--- src/rtl/fmc_pkg.sv ---
// ---------------------------------------------------------------------------
// fmc_pkg : shared FMC slave types and defaults.  Rev 1.0
// ---------------------------------------------------------------------------
`default_nettype none
`timescale 1ns/1ps

package fmc_pkg;

  localparam int         c_ADDR_W     = 12;
  localparam int         c_DATA_W     = 8;
  localparam logic [7:0] c_RD_DEFAULT = 8'hEE;

  typedef enum logic [1:0] {
    ST_IDLE    = 2'd0,
    ST_WR_ACT  = 2'd1,
    ST_RD_WAIT = 2'd2,
    ST_RD_HOLD = 2'd3
  } fmc_state_t;

endpackage

`default_nettype wire

--- src/rtl/fmc_sync2.sv ---
// ---------------------------------------------------------------------------
// fmc_sync2 : parameterised 2-FF synchronizer with programmable reset value.  Rev 1.0
// ---------------------------------------------------------------------------
`default_nettype none
`timescale 1ns/1ps

module fmc_sync2 #(
  parameter int               WIDTH   = 1,
  parameter logic [WIDTH-1:0] RST_VAL = '1
) (
  input  logic             clk,
  input  logic             rst_n,
  input  logic [WIDTH-1:0] i_async,
  output logic [WIDTH-1:0] o_sync
);

  logic [WIDTH-1:0] r_meta;
  logic [WIDTH-1:0] r_sync;

  always_ff @(posedge clk) begin
    if (!rst_n) begin
      r_meta <= RST_VAL;
      r_sync <= RST_VAL;
    end else begin
      r_meta <= i_async;
      r_sync <= r_meta;
    end
  end

  assign o_sync = r_sync;

endmodule

`default_nettype wire

--- src/rtl/fmc_reg_slave.sv ---
// ---------------------------------------------------------------------------
// fmc_reg_slave : ARM FMC async bus to register-file write/read strobes.
//   Read path compiled in only with FMC_READBACK_EN.  Rev 1.0
// ---------------------------------------------------------------------------
`default_nettype none
`timescale 1ns/1ps

module fmc_reg_slave
  import fmc_pkg::*;
#(
  parameter int                ADDR_W     = c_ADDR_W,
  parameter int                DATA_W     = c_DATA_W,
  parameter int                RD_TIMEOUT = 16,
  parameter logic [DATA_W-1:0] RD_DEFAULT = DATA_W'(c_RD_DEFAULT)
) (
  input  logic              clk,
  input  logic              rst_n,
  input  logic              fmc_ncs,
  input  logic              fmc_nwe,
  input  logic              fmc_noe,
  input  logic [ADDR_W-1:0] fmc_addr,
  input  logic [DATA_W-1:0] fmc_data_i,
  output logic [DATA_W-1:0] fmc_data_o,
  output logic              fmc_data_oe,
  output logic              wr_en,
  output logic [ADDR_W-1:0] wr_addr,
  output logic [DATA_W-1:0] wr_data,
  output logic              rd_req,
  output logic [ADDR_W-1:0] rd_addr,
  input  logic [DATA_W-1:0] rd_data,
  input  logic              rd_valid
);

  logic [2:0]        w_strb_s;
  logic              w_ncs_s, w_nwe_s, w_noe_s;
  fmc_state_t        r_state, w_state_nxt;
  logic              r_armed;
  logic [ADDR_W-1:0] r_addr_d1, r_addr_d2, r_wr_addr;
  logic [DATA_W-1:0] r_data_d1, r_data_d2, r_wr_data;
  logic              r_wr_en;
  logic              w_idle_bus, w_wr_start, w_wr_capture, w_wr_done;

  fmc_sync2 #(.WIDTH(3), .RST_VAL(3'b111)) u_sync (
    .clk     (clk),
    .rst_n   (rst_n),
    .i_async ({fmc_ncs, fmc_nwe, fmc_noe}),
    .o_sync  (w_strb_s)
  );
  assign {w_ncs_s, w_nwe_s, w_noe_s} = w_strb_s;

`ifdef FMC_READBACK_EN
  localparam int CNT_W = $clog2(RD_TIMEOUT + 1);
  logic [CNT_W-1:0]  r_cnt;
  logic [ADDR_W-1:0] r_rd_addr;
  logic [DATA_W-1:0] r_data_o;
  logic              w_timeout, w_rd_start, w_rd_req, w_data_oe;

  assign w_timeout  = (r_cnt == CNT_W'(RD_TIMEOUT - 1));
  assign w_idle_bus = w_ncs_s & w_nwe_s & w_noe_s;
`else
  assign w_idle_bus = w_ncs_s & w_nwe_s;
`endif

  always_ff @(posedge clk) begin
    if (!rst_n) r_state <= ST_IDLE;
    else        r_state <= w_state_nxt;
  end

  // A new bus cycle may only start once every strobe has been seen inactive.
  always_comb begin
    w_state_nxt = r_state;
    case (r_state)
      ST_IDLE: begin
        if (r_armed && !w_ncs_s) begin
          if (!w_nwe_s) w_state_nxt = ST_WR_ACT;
`ifdef FMC_READBACK_EN
          else if (!w_noe_s) w_state_nxt = ST_RD_WAIT;
`endif
        end
      end
      ST_WR_ACT: if (w_ncs_s || w_nwe_s) w_state_nxt = ST_IDLE;
`ifdef FMC_READBACK_EN
      ST_RD_WAIT: begin
        if (w_ncs_s || w_noe_s)      w_state_nxt = ST_IDLE;
        else if (rd_valid || w_timeout) w_state_nxt = ST_RD_HOLD;
      end
      ST_RD_HOLD: if (w_ncs_s || w_noe_s) w_state_nxt = ST_IDLE;
`endif
      default: w_state_nxt = ST_IDLE;
    endcase
  end

  always_comb begin
    w_wr_start   = (r_state == ST_IDLE) && (w_state_nxt == ST_WR_ACT);
    w_wr_capture = w_wr_start || ((r_state == ST_WR_ACT) && (w_state_nxt == ST_WR_ACT));
    w_wr_done    = (r_state == ST_WR_ACT) && (w_state_nxt == ST_IDLE);
`ifdef FMC_READBACK_EN
    w_rd_start   = (r_state == ST_IDLE) && (w_state_nxt == ST_RD_WAIT);
    w_rd_req     = (r_state == ST_RD_WAIT) && (r_cnt == '0);
    w_data_oe    = (r_state == ST_RD_HOLD);
`endif
  end

  // Address/data are delayed two cycles so they line up with the synchronized strobes.
  always_ff @(posedge clk) begin
    if (!rst_n) begin
      r_addr_d1 <= '0;
      r_addr_d2 <= '0;
      r_data_d1 <= '0;
      r_data_d2 <= '0;
      r_wr_addr <= '0;
      r_wr_data <= '0;
      r_wr_en   <= 1'b0;
      r_armed   <= 1'b0;
    end else begin
      r_addr_d1 <= fmc_addr;
      r_addr_d2 <= r_addr_d1;
      r_data_d1 <= fmc_data_i;
      r_data_d2 <= r_data_d1;
      r_wr_en   <= w_wr_done;
      if (w_wr_capture) begin
        r_wr_addr <= r_addr_d2;
        r_wr_data <= r_data_d2;
      end
      if (w_idle_bus)
        r_armed <= 1'b1;
      else if ((r_state == ST_IDLE) && (w_state_nxt != ST_IDLE))
        r_armed <= 1'b0;
    end
  end

  assign wr_en   = r_wr_en;
  assign wr_addr = r_wr_addr;
  assign wr_data = r_wr_data;

`ifdef FMC_READBACK_EN
  always_ff @(posedge clk) begin
    if (!rst_n) begin
      r_cnt     <= '0;
      r_rd_addr <= '0;
      r_data_o  <= '0;
    end else begin
      r_cnt <= (r_state == ST_RD_WAIT) ? r_cnt + 1'b1 : '0;
      if (w_rd_start)
        r_rd_addr <= r_addr_d2;
      if ((r_state == ST_RD_WAIT) && (w_state_nxt == ST_RD_HOLD))
        r_data_o <= rd_valid ? rd_data : RD_DEFAULT;
    end
  end

  assign rd_req      = w_rd_req;
  assign rd_addr     = r_rd_addr;
  assign fmc_data_o  = r_data_o;
  assign fmc_data_oe = w_data_oe;
`else
  logic w_unused_rd;
  assign w_unused_rd = (^{w_noe_s, rd_data, rd_valid, RD_DEFAULT}) ^ RD_TIMEOUT[0];

  assign rd_req      = 1'b0;
  assign rd_addr     = '0;
  assign fmc_data_o  = '0;
  assign fmc_data_oe = 1'b0;
`endif

endmodule

`default_nettype wire

--- config.mk ---
export PLATFORM = sky130hd
export DESIGN_NAME = fmc_reg_slave
export DESIGN_NICKNAME = d
export VERILOG_FILES = /design/src/rtl/fmc_pkg.sv /design/src/rtl/fmc_sync2.sv /design/src/rtl/fmc_reg_slave.sv
export SDC_FILE = /design/constraint.sdc
export NUM_CORES = 1
export LEC_CHECK = 0
export ABC_AREA = 0
export CORE_UTILIZATION = 40
export CTS_CLUSTER_SIZE = 40
export DETAILED_ROUTE_END_ITERATION = 10
export GPL_ROUTABILITY_DRIVEN = 0
export GPL_TIMING_DRIVEN = 1
export HOLD_SLACK_MARGIN = 0.08
export PLACE_DENSITY = 0.8
export SYNTH_ARGS = -nofsm -noshare
export SYNTH_HDL_FRONTEND = slang
export SYNTH_SLANG_ARGS = --single-unit
--- constraint.sdc ---
create_clock -name clk -period 1.2 [get_ports clk]
set_input_delay 0.3 -clock clk [delete_from_list [all_inputs] [get_ports clk]]
set_output_delay 0.3 -clock clk [all_outputs]
set_load 0.03 [all_outputs]
==> results.md, run 1 <==
- Most frequent cells after synthesis: 68 x dfxtp_1, 41 x and2_1, 41 x nand2_1
- Sequential-to-total area share from yosys stat: 59.68%
- Synth top area share: 59.68%
- Clock period minus worst slack: 1.231 ns
- Root buffer cell: clkbuf_8
- Fraction of registers with async set/reset: 0%
- Die width: 77.52 microns
- Power, Total: 4.319 mW
- Placement Cell Area: 0.002665 sq mm
- Post-synth top area cell: dfxtp_1
- CTS tree: done
- Crit Path Max Fanout: 10
- Total iterations of the first detailed-routing run: 4
- Routed length on met3: 129 microns
- Final Max Tran Viols: 0
- CTS Buf Count: 9
- Via-per-instance ratio: 4.038
- Worst-Skew Late Latency: 0.32 ns
- Hold Path Class: in -> reg
- Final net count: 298
- Most used DFF post-synth: dfxtp_1
- H-Tree Depth: 3
- Cells after synthesis: 215
- Critical path required time: 1.45 ns
- CTS Sinks: 68
- # rows: 27
- Pwr/cell area: 1486 mW/mm^2
- Vias in the first global route: 1,299
- Synth area leaders: dfxtp_1 60%, and2_1 11%, mux2i_1 8.8%
- Worst setup EP type: flip-flop
- Yosys reg bits: 68
- Hpwl dp: 2.153 mm
- Metal-1 WL: 1.592 mm
- Share of layout cells above drive strength 1: 15.61%
- Initial antenna violation count: 0
- Total GRT Usage: 12.34%
- Yosys warnings: 0
- Fill count: 501
- First-pass GRT wire length: 5.499 mm
- Post-synth EDFFs: 0
- Peak supply drop: 0.6842 mV
- DR DRC count: 0
- Slowest-stage cell, CP: dfxtp_2
- Max clock buf depth: 2
- Clk pin slew, worst setup/hold paths: 0.06 ns
- Final Skew: 0.004646 ns
- Syn Area/Cell: 10.61 sq um
- Port Buffers: 44
- Count leader, synth: dfxtp_1
- Hold Fails Final Rpt: 0
- Outcome: complete, but fails checks
- Pleak: 1.177 nW
- Post-synth cell types: 16
- Setup TNS: -0.2104 ns
- Core ar.: 0.005507 sq mm
- Final instance area: 0.002907 sq mm
- Vias: 1,377
- Violated checks: negative setup slack
- # IOs: 77
- Layout Cells excl Fill: 341
- Worst slack, placed: -0.03213 ns
- CP max stage delay: 0.34 ns
- Placed insts: 322
- Die height: 77.52 microns
- Cell Area, Synth: 0.002281 sq mm
- Post-route ant nets: 0
- Average routed wire per standard cell: 10.29 microns
- Initial drt markers: 64
- Fin worst setup slack: -0.03097 ns
- Maxcap violations: 0
- Endpoints failing setup: 11
- N_diodes: 0
- WL final: 3.508 mm
- Final Cycle Share: 102.6%
- CP Class: reg -> reg
- Starting Density: 41.42%
- Die Footprint: 0.006009 sq mm
- CP cell instances: nor4_4 > buf_6 > clkbuf_16 > mux2i_1
- Gr ovfl total: 0
- F_max: 0.8124 GHz
- Nature of the critical path startpoint: flip-flop
- RSZ-0062 raised after global routing: yes
- Final core occ: 52.78%
- Synthesis-to-finish area growth: 27.43%
- Critical path arrival: 1.48 ns
- WHS: 0.4148 ns
- WL met2: 1.644 mm
- Highest metal used: met4
- Largest net degree at the start of global routing: 54
==> worst paths after layout <==
kind                                       start  depth (start not counted)               end  slack (ns)
worst max-delay path            u_sync.o_sync[2]                          4        wr_data[1]       -0.03
worst min-delay path                       rst_n                          3  u_sync.r_meta[1]        0.41
worst max register to register  u_sync.o_sync[2]                          4        wr_data[1]       -0.03
worst min register to register  u_sync.r_meta[2]                          1  u_sync.o_sync[2]        0.42
==> registers in the layout, summed over array words and instances, names as in the netlist, 2 cells and up <==
signal         flops
u_sync.r_meta      2
wr_addr           12
u_sync.o_sync      2
r_data_d1          8
r_addr_d1         12
r_data_d2          8
r_state            2
r_addr_d2         12
wr_data            8
==> final cells by class <==
type / instances / area, sq um / share of cell area (%)
Clock buffer: 14 / 142.6 / 4.907
Clock inverter: 2 / 35.03 / 1.205
Multi-Input combinational cell: 135 / 770.7 / 26.52
Sequential cell: 68 / 1364 / 46.92
Tap cell: 72 / 90.09 / 3.099
Timing Repair Buffer: 50 / 504.2 / 17.35
==> critical path, delay by kind of cell (launching register included) <==
| kind | cells | cell delay [ns] |
|---|---|---|
| and+or+nand+nor | 1 | 0.30 |
| buffers and inverters | 2 | 0.34 |
| DFF | 1 | 0.34 |
| muxes | 1 | 0.18 |
==> layer usage <==
layer  GRT usage [%]  vias up
met5               0        -
met4           10.75        0
met3           4.000       11
met2           19.65       43
met1           13.09      605
li1                -      718
==> kinds of logic (layout without fill, tap and decap cells) <==
logic type	Yosys count	count (layout)	synth area share (%)
AND/OR/NAND/NOR	91	91	21.01
AO/OA/AOI/OAI	1	1	0.2192
buffers and inverters	34	66	10.15
flip-flops	68	68	59.68
other	1	23	0.1644
multiplexers	20	20	8.777
==> layout by cell type (no fill, tap or decap), drive strengths merged <==
cell / instances
nor2: 1
and2: 41
nor3: 1
conb: 23
bufinv: 1
clkinv: 1
a21oi: 1
buf: 26
clkbuf: 16
mux2i: 20
nor3b: 1
nand2b: 4
clkdlybuf4s50: 22
dfxtp: 68
nand2: 41
nor4: 2
==> power breakdown <==
group	switching [mW]	leakage, nW	internal [mW]
combinational	0.159	0.531	0.118
clock	0.728	0.0887	0.961
sequential	0.0209	0.558	2.33
total	0.907	1.18	3.41
==> timing repair <==
| action | CTS | global route |
|---|---|---|
| cloned | 0 | 2 |
| hold buffers | 0 | 0 |
| setup buffers | 0 | 1 |
| pin swaps | 0 | 1 |
| resized for setup | 1 | 2 |
| setup endpoints to repair | 6 | 20 |
Power figures use the tool's default switching activity.
==> run 2, diff against run 1 <==
--- a/config.mk
+++ b/config.mk
@@ -7,4 +7,5 @@
 export LEC_CHECK = 0
 export ABC_AREA = 0
+export ABC_CLOCK_PERIOD_IN_PS = 1200
 export CORE_UTILIZATION = 40
 export CTS_CLUSTER_SIZE = 40
==> constraint.sdc (replaced) <==
create_clock -name clk -period 1.2 [get_ports clk]
set_input_delay 0.3 -clock clk [delete_from_list [all_inputs] [get_ports clk]]
set_output_delay 0.3 -clock clk [all_outputs]
set_load 0.01 [all_outputs]
==> run 2 against run 1 <==
The run still ends with negative setup slack left; critical path depth did not move; combinational power fell by 21%; total power fell by 3.4%; sequential share of layout area rose by 0.56 points; cell area fell by 0.17%; die area did not move; count of clock-buffer cells in the layout fell by 1; core utilization fell by 0.091 points; flip-flop and latch count did not move; register-to-register slack improved by 0.03 ns; via count rose by 0.80%; largest power group unchanged.
==> results.md, run 2 (synthesized netlist as in run 1, its figures left out) <==
- Commonest cells after routing, fill and taps aside: 55 x dfxtp_1, 41 x and2_1, 41 x nand2_1
- # IOs: 77 (unchanged)
- Int Pwr: 3.296 mW (-3.4%)
- Clock power frac: 38.3% (-0.8 points)
- Layout Cells excl Fill: 342 (+0.29%)
- Final Skew: 0.006360 ns (+0.001713 ns)
- Vias: 1,388 (+0.80%)
- Switch Pwr: 873.2 uW (-3.8%)
- Final Cycle Share: 100.1% (-2.4 points)
- Post-route ant nets: 0 (unchanged)
- CTS Buf Count: 9 (unchanged)
- Violated checks: negative setup slack
- Die height: 77.52 microns (unchanged)
- Initial drt markers: 48 (-25%)
- RSZ-0062 raised after global routing: yes
- Starting Density: 41.42% (unchanged)
- Die width: 77.52 microns (unchanged)
- Crit Path Max Fanout: 5 (-5)
- Final net count: 300 (+0.67%)
- Placed insts: 323 (+0.31%)
- R2r startpoint: u_sync.o_sync[2]
- WP buf/inv: 2 (unchanged)
- Pleak: 1.191 nW (+1.2%)
- Flop-to-flop setup slack: -0.002 ns (+0.03 ns)
- N_diodes: 0 (unchanged)
- Logic pwr share: 5.2% (-1.2 points)
- Average routed wire per standard cell: 10.52 microns (+2.3%)
- Hold Fails Final Rpt: 0 (unchanged)
- Gr ovfl total: 0 (unchanged)
- Peak supply drop: 0.7006 mV (+2.4%)
- Maxcap violations: 0 (unchanged)
- First-pass GRT wire length: 5.678 mm (+3.3%)
- Via-per-instance ratio: 4.058 (+0.50%)
- Pwr/cell area: 1437 mW/mm^2 (-3.3%)
- Clock period minus worst slack: 1.202 ns (-0.02919 ns)
- Endpoints failing setup: 1 (-10)
- Worst R2R End: wr_addr[1]
- Fin worst setup slack: -0.001775 ns (+0.02919 ns)
- CP cell instances: nor4_4 > buf_6 > clkbuf_16 > mux2i_1
- Die Footprint: 0.006009 sq mm (unchanged)
- Critical path arrival: 1.46 ns (-0.02 ns)
- Worst path top cell family by delay: flip-flops
- WL final: 3.599 mm (+2.6%)
- R2R cell count: 4 (unchanged)
- Slowest-stage cell, CP: dfxtp_2
- Clk pin slew, worst setup/hold paths: 0.06 ns (about the same)
- Multi-input logic area: 770.7 sq um (unchanged)
- Sw Ratio: 20.94% (-0.070 points)
- # rows: 27 (unchanged)
- HP Start: rst_n
- Core ar.: 0.005507 sq mm (unchanged)
- Sequential standard cell area: 0.001378 sq mm (+1.0%)
- H-Tree Depth: 3 (unchanged)
- Nature of the critical path startpoint: flip-flop
- Initial antenna violation count: 0 (unchanged)
- Root buffer cell: clkbuf_8
- Port Buffers: 44 (unchanged)
- Fill count: 492 (-1.8%)
- Total iterations of the first detailed-routing run: 4 (unchanged)
- Commonest non-fill, non-tap cell in the layout: dfxtp_1
- Hold Path Class: in -> reg
- Hold Path Depth: 2 (-1)
- Outcome: complete, but fails checks
- Share of layout cells above drive strength 1: 20.74% (+5.1 points)
- Synthesis-to-finish area growth: 27.21%
- Hpwl dp: 2.276 mm (+5.7%)
- F_max: 0.8321 GHz (+2.4%)
- Worst slack, placed: -0.02307 ns (+0.009058 ns)
- Final Max Tran Viols: 0 (unchanged)
- WP depth: 4 (unchanged)
- Total GRT Usage: 12.90% (+0.57 points)
- Hold EP: r_addr_d1[2]
- Vias in the first global route: 1,263 (-2.8%)
- Worst-Skew Late Latency: 0.33 ns (about the same)
- Max clock buf depth: 2 (unchanged)
- Worst setup EP type: flip-flop
- CTS Sinks: 68 (unchanged)
- Largest net degree at the start of global routing: 35 (-35%)
- Flop pwr share: 56.4% (+1.9 points)
- DR DRC count: 0 (unchanged)
- CTS tree: done
- CP max stage delay: 0.34 ns (about the same)
- CP Class: reg -> reg
- Critical path required time: 1.46 ns (about the same)
==> run 2: power groups by stage <==
stage / clock network (mW) / registers, mW / logic (mW)
after global placement: 0 / 2.40 / 0.213
after CTS: 1.65 / 2.35 / 0.218
after floorplan: 0 / 2.40 / 0.174
after detailed placement: 0 / 2.40 / 0.218
final: 1.60 / 2.35 / 0.219
after global routing: 1.76 / 2.36 / 0.242
==> run 2: layout make-up <==
class	instances	area share (%)
clock buffer	13	5.476
clock inverter	2	0.3450
sequential	68	47.48
timing repair buffer	52	17.03
tap	72	3.105
multi-input combinational	135	26.56
==> run 2: routing by layer <==
| layer | GRT usage [%] | vias up | wire length (microns) |
|---|---|---|---|
| li1 | - | 726 | - |
| met1 | 15.04 | 611 | 1607 |
| met2 | 18.85 | 40 | 1697 |
| met3 | 3.882 | 11 | 159 |
| met4 | 11.89 | 0 | 135 |
| met5 | 0 | - | 0 |
==> run 2: worst max path at each step <==
stage	from	to	slack (ns)
finish	u_sync.o_sync[2]	wr_addr[1]	-0.002
global route	u_sync.o_sync[2]	wr_addr[1]	-0.05
detailed placement	r_state[1]	wr_data[2]	-0.02
CTS	r_state[1]	wr_data[2]	-0.03
global placement	r_state[1]	wr_data[4]	0.03
floorplan	r_state[1]	wr_addr[0]	0.03
==> run 2: what timing repair did <==
item / CTS / global route
pin swaps: 0 / 1
setup endpoints to repair: 37 / 29
gates cloned: 0 / 3
setup buffers: 0 / 1
hold buffers: 0 / 0
resized for setup: 83 / 10
==> run 2: per-stage QoR <==
stage                     utilization [%]  area (sq um)  hold slack [ns]  total power [mW]   TNS [ns]
after floorplan                         -          2364           0.3863             2.571          0
after global placement              49.49          2725           0.3990             2.613          0
after detailed placement            49.49          2725           0.3913             2.621   -0.03231
after CTS                           52.26          2878           0.3065             4.225   -0.05103
after global routing                52.69          2902           0.3228             4.358    -0.5050
final                               52.69          2902           0.3234             4.170  -0.001775
==> run 3, diff against run 2 <==
ABC_AREA = unset   (was 0)
SYNTH_HIERARCHICAL = 1   (was unset)
==> run 3 against run 2 <==
The run still ends with negative setup slack left; first-iteration DRC count shrank 4.2%; synthesized cell count shrank 0.47%; synthesized area down 0.27%; critical path type unchanged.
==> results.md, run 3 <==
- Logic pwr share: 5.2% (about the same)
- Pwr/cell area: 1430 mW/mm^2 (-0.51%)
- Worst-Skew Late Latency: 0.32 ns (about the same)
- Clock period minus worst slack: 1.227 ns (+0.02501 ns)
- Worst setup EP type: flip-flop
- Total iterations of the first detailed-routing run: 3 (-1)
- Placed insts: 322 (-0.31%)
- Flop pwr share: 55.7% (-0.7 points)
- Peak supply drop: 0.5827 mV (-17%)
- # rows: 27 (unchanged)
- WL final: 3.623 mm (+0.67%)
- Switch Pwr: 854.3 uW (-2.2%)
- Initial drt markers: 46 (-4.2%)
- Initial antenna violation count: 0 (unchanged)
- Via-per-instance ratio: 3.994 (-1.6%)
- F_max: 0.8151 GHz (-2.0%)
- Worst slack, placed: -0.006982 ns (+0.01609 ns)
- Clk pin slew, worst setup/hold paths: 0.07 ns (about the same)
- Vias: 1,382 (-0.43%)
- Setup TNS: -0.1258 ns (-0.1240 ns)
- Root buffer cell: clkbuf_8
- CP cell instances: nor4_4 > buf_4 > clkbuf_16 > mux2i_1
- Maxcap violations: 0 (unchanged)
- Syn Area/Cell: 10.63 sq um (+0.19%)
- RSZ-0062 raised after global routing: yes
- Yosys warnings: 6 (+6)
- Share of layout cells above drive strength 1: 22.26% (+1.5 points)
- Final Max Tran Viols: 0 (unchanged)
- Sw Ratio: 20.23% (-0.71 points)
- Sequential standard cell area: 0.001379 sq mm (about the same)
- Final Cycle Share: 102.2% (+2.1 points)
- Cells after synthesis: 214 (-0.47%)
- CTS Sinks: 68 (unchanged)
- Hpwl dp: 2.179 mm (-4.3%)
- Die Footprint: 0.005992 sq mm (-0.27%)
- Final Skew: 0.005210 ns (-0.001150 ns)
- Commonest non-fill, non-tap cell in the layout: dfxtp_1
- Layout Cells excl Fill: 346 (+1.2%)
- Total GRT Usage: 12.25% (-0.65 points)
- First-pass GRT wire length: 5.492 mm (-3.3%)
- Fin worst setup slack: -0.02679 ns (-0.02501 ns)
- H-Tree Depth: 3 (unchanged)
- CP max stage delay: 0.34 ns (about the same)
- Starting Density: 41.31% (-0.11 points)
- # IOs: 77 (unchanged)
- Final net count: 303 (+1.0%)
- CTS tree: done
- DR DRC count: 0 (unchanged)
- N_diodes: 0 (unchanged)
- Max clock buf depth: 2 (unchanged)
- Die width: 77.41 microns (-0.14%)
- Vias in the first global route: 1,271 (+0.63%)
- Post-route ant nets: 0 (unchanged)
- Clock power frac: 39.1% (+0.8 points)
- Hold Path Class: in -> reg
- CP Class: reg -> reg
- Outcome: complete, but fails checks
- Nature of the critical path startpoint: flip-flop
- Critical path arrival: 1.47 ns (about the same)
- Cell Area, Synth: 0.002275 sq mm (-0.27%)
- Gr ovfl total: 0 (unchanged)
- Multi-input logic area: 770.7 sq um (unchanged)
- Power, Total: 4.223 mW (+1.3%)
- Int Pwr: 3.369 mW (+2.2%)
- Slowest-stage cell, CP: dfxtp_2
- Endpoints failing setup: 9 (+8)
- Synthesis-to-finish area growth: 29.87%
- Final instance area: 0.002954 sq mm (+1.8%)
- Crit Path Max Fanout: 5 (unchanged)
- CTS Buf Count: 9 (unchanged)
- Average routed wire per standard cell: 10.47 microns (-0.50%)
- CTS Hold Buffers Added: 0 (unchanged)
- Fill count: 464 (-5.7%)
- Hold Fails Final Rpt: 0 (unchanged)
- Core ar.: 0.005507 sq mm (unchanged)
- Pleak: 1.204 nW (+1.1%)
- Die height: 77.41 microns (-0.14%)
- Port Buffers: 44 (unchanged)
- Critical path required time: 1.44 ns (-0.02 ns)
- Largest net degree at the start of global routing: 45 (+29%)
- Placement Cell Area: 0.002718 sq mm (-0.28%)
- Commonest cells after routing, fill and taps aside: 54 x dfxtp_1, 41 x and2_1, 41 x nand2_1
- Violated checks: negative setup slack
-- run 3: critical path, delay by kind of cell (launching register included) --
kind,cells,cell delay (ns)
simple gates,1,0.28
buf+inv,2,0.35
mux,1,0.18
flops,1,0.34
-- run 3: layout make-up --
class,instances,share of cell area (%)
multi-input combinational,135,26.09
timing repair buffer,55,18.04
sequential,68,46.68
tap,72,3.050
clock buffer,15,5.972
clock inverter,1,0.1694
-- run 3: per-layer routing --
layer	global-route usage (%)	wire length (microns)	vias to the layer above
li1	-	-	727
met1	12.24	1571	604
met2	21.50	1776	41
met3	3.176	165	10
met4	9.623	110	0
met5	0	0	-
-- run 3: metrics by stage --
step | hold WS (ns) | util [%]
floorplan | 0.3730 | -
global placement | 0.3927 | 49.35
detailed placement | 0.4002 | 49.35
CTS | 0.3751 | 53.74
global route | 0.3874 | 53.65
finish | 0.3883 | 53.65
-- run 3: power groups by stage --
stage               clock network (mW)  logic, mW  registers, mW
global placement                     0      0.214           2.40
global route                      1.79      0.241           2.36
floorplan                            0      0.171           2.40
finish                            1.65      0.218           2.35
detailed placement                   0      0.217           2.40
CTS                               1.70      0.219           2.35
-- run 3: what timing repair did --
item | in CTS | in global routing
pin swaps | 0 | 0
buffers inserted | 1 | 4
resized for setup | 70 | 20
cloned | 1 | 2
endpoints found under the setup margin | 27 | 38
-- run 3: worst paths after layout --
kind | startpoint | end | slack, ns | depth (start not counted)
worst min-delay path | rst_n | u_sync/r_meta[2] | 0.39 | 3
worst max-delay path | u_sync/o_sync[2] | wr_data[5] | -0.03 | 4
worst max register to register | u_sync/o_sync[2] | wr_data[5] | -0.03 | 4
worst min register to register | u_sync/r_meta[2] | u_sync/o_sync[2] | 0.41 | 1
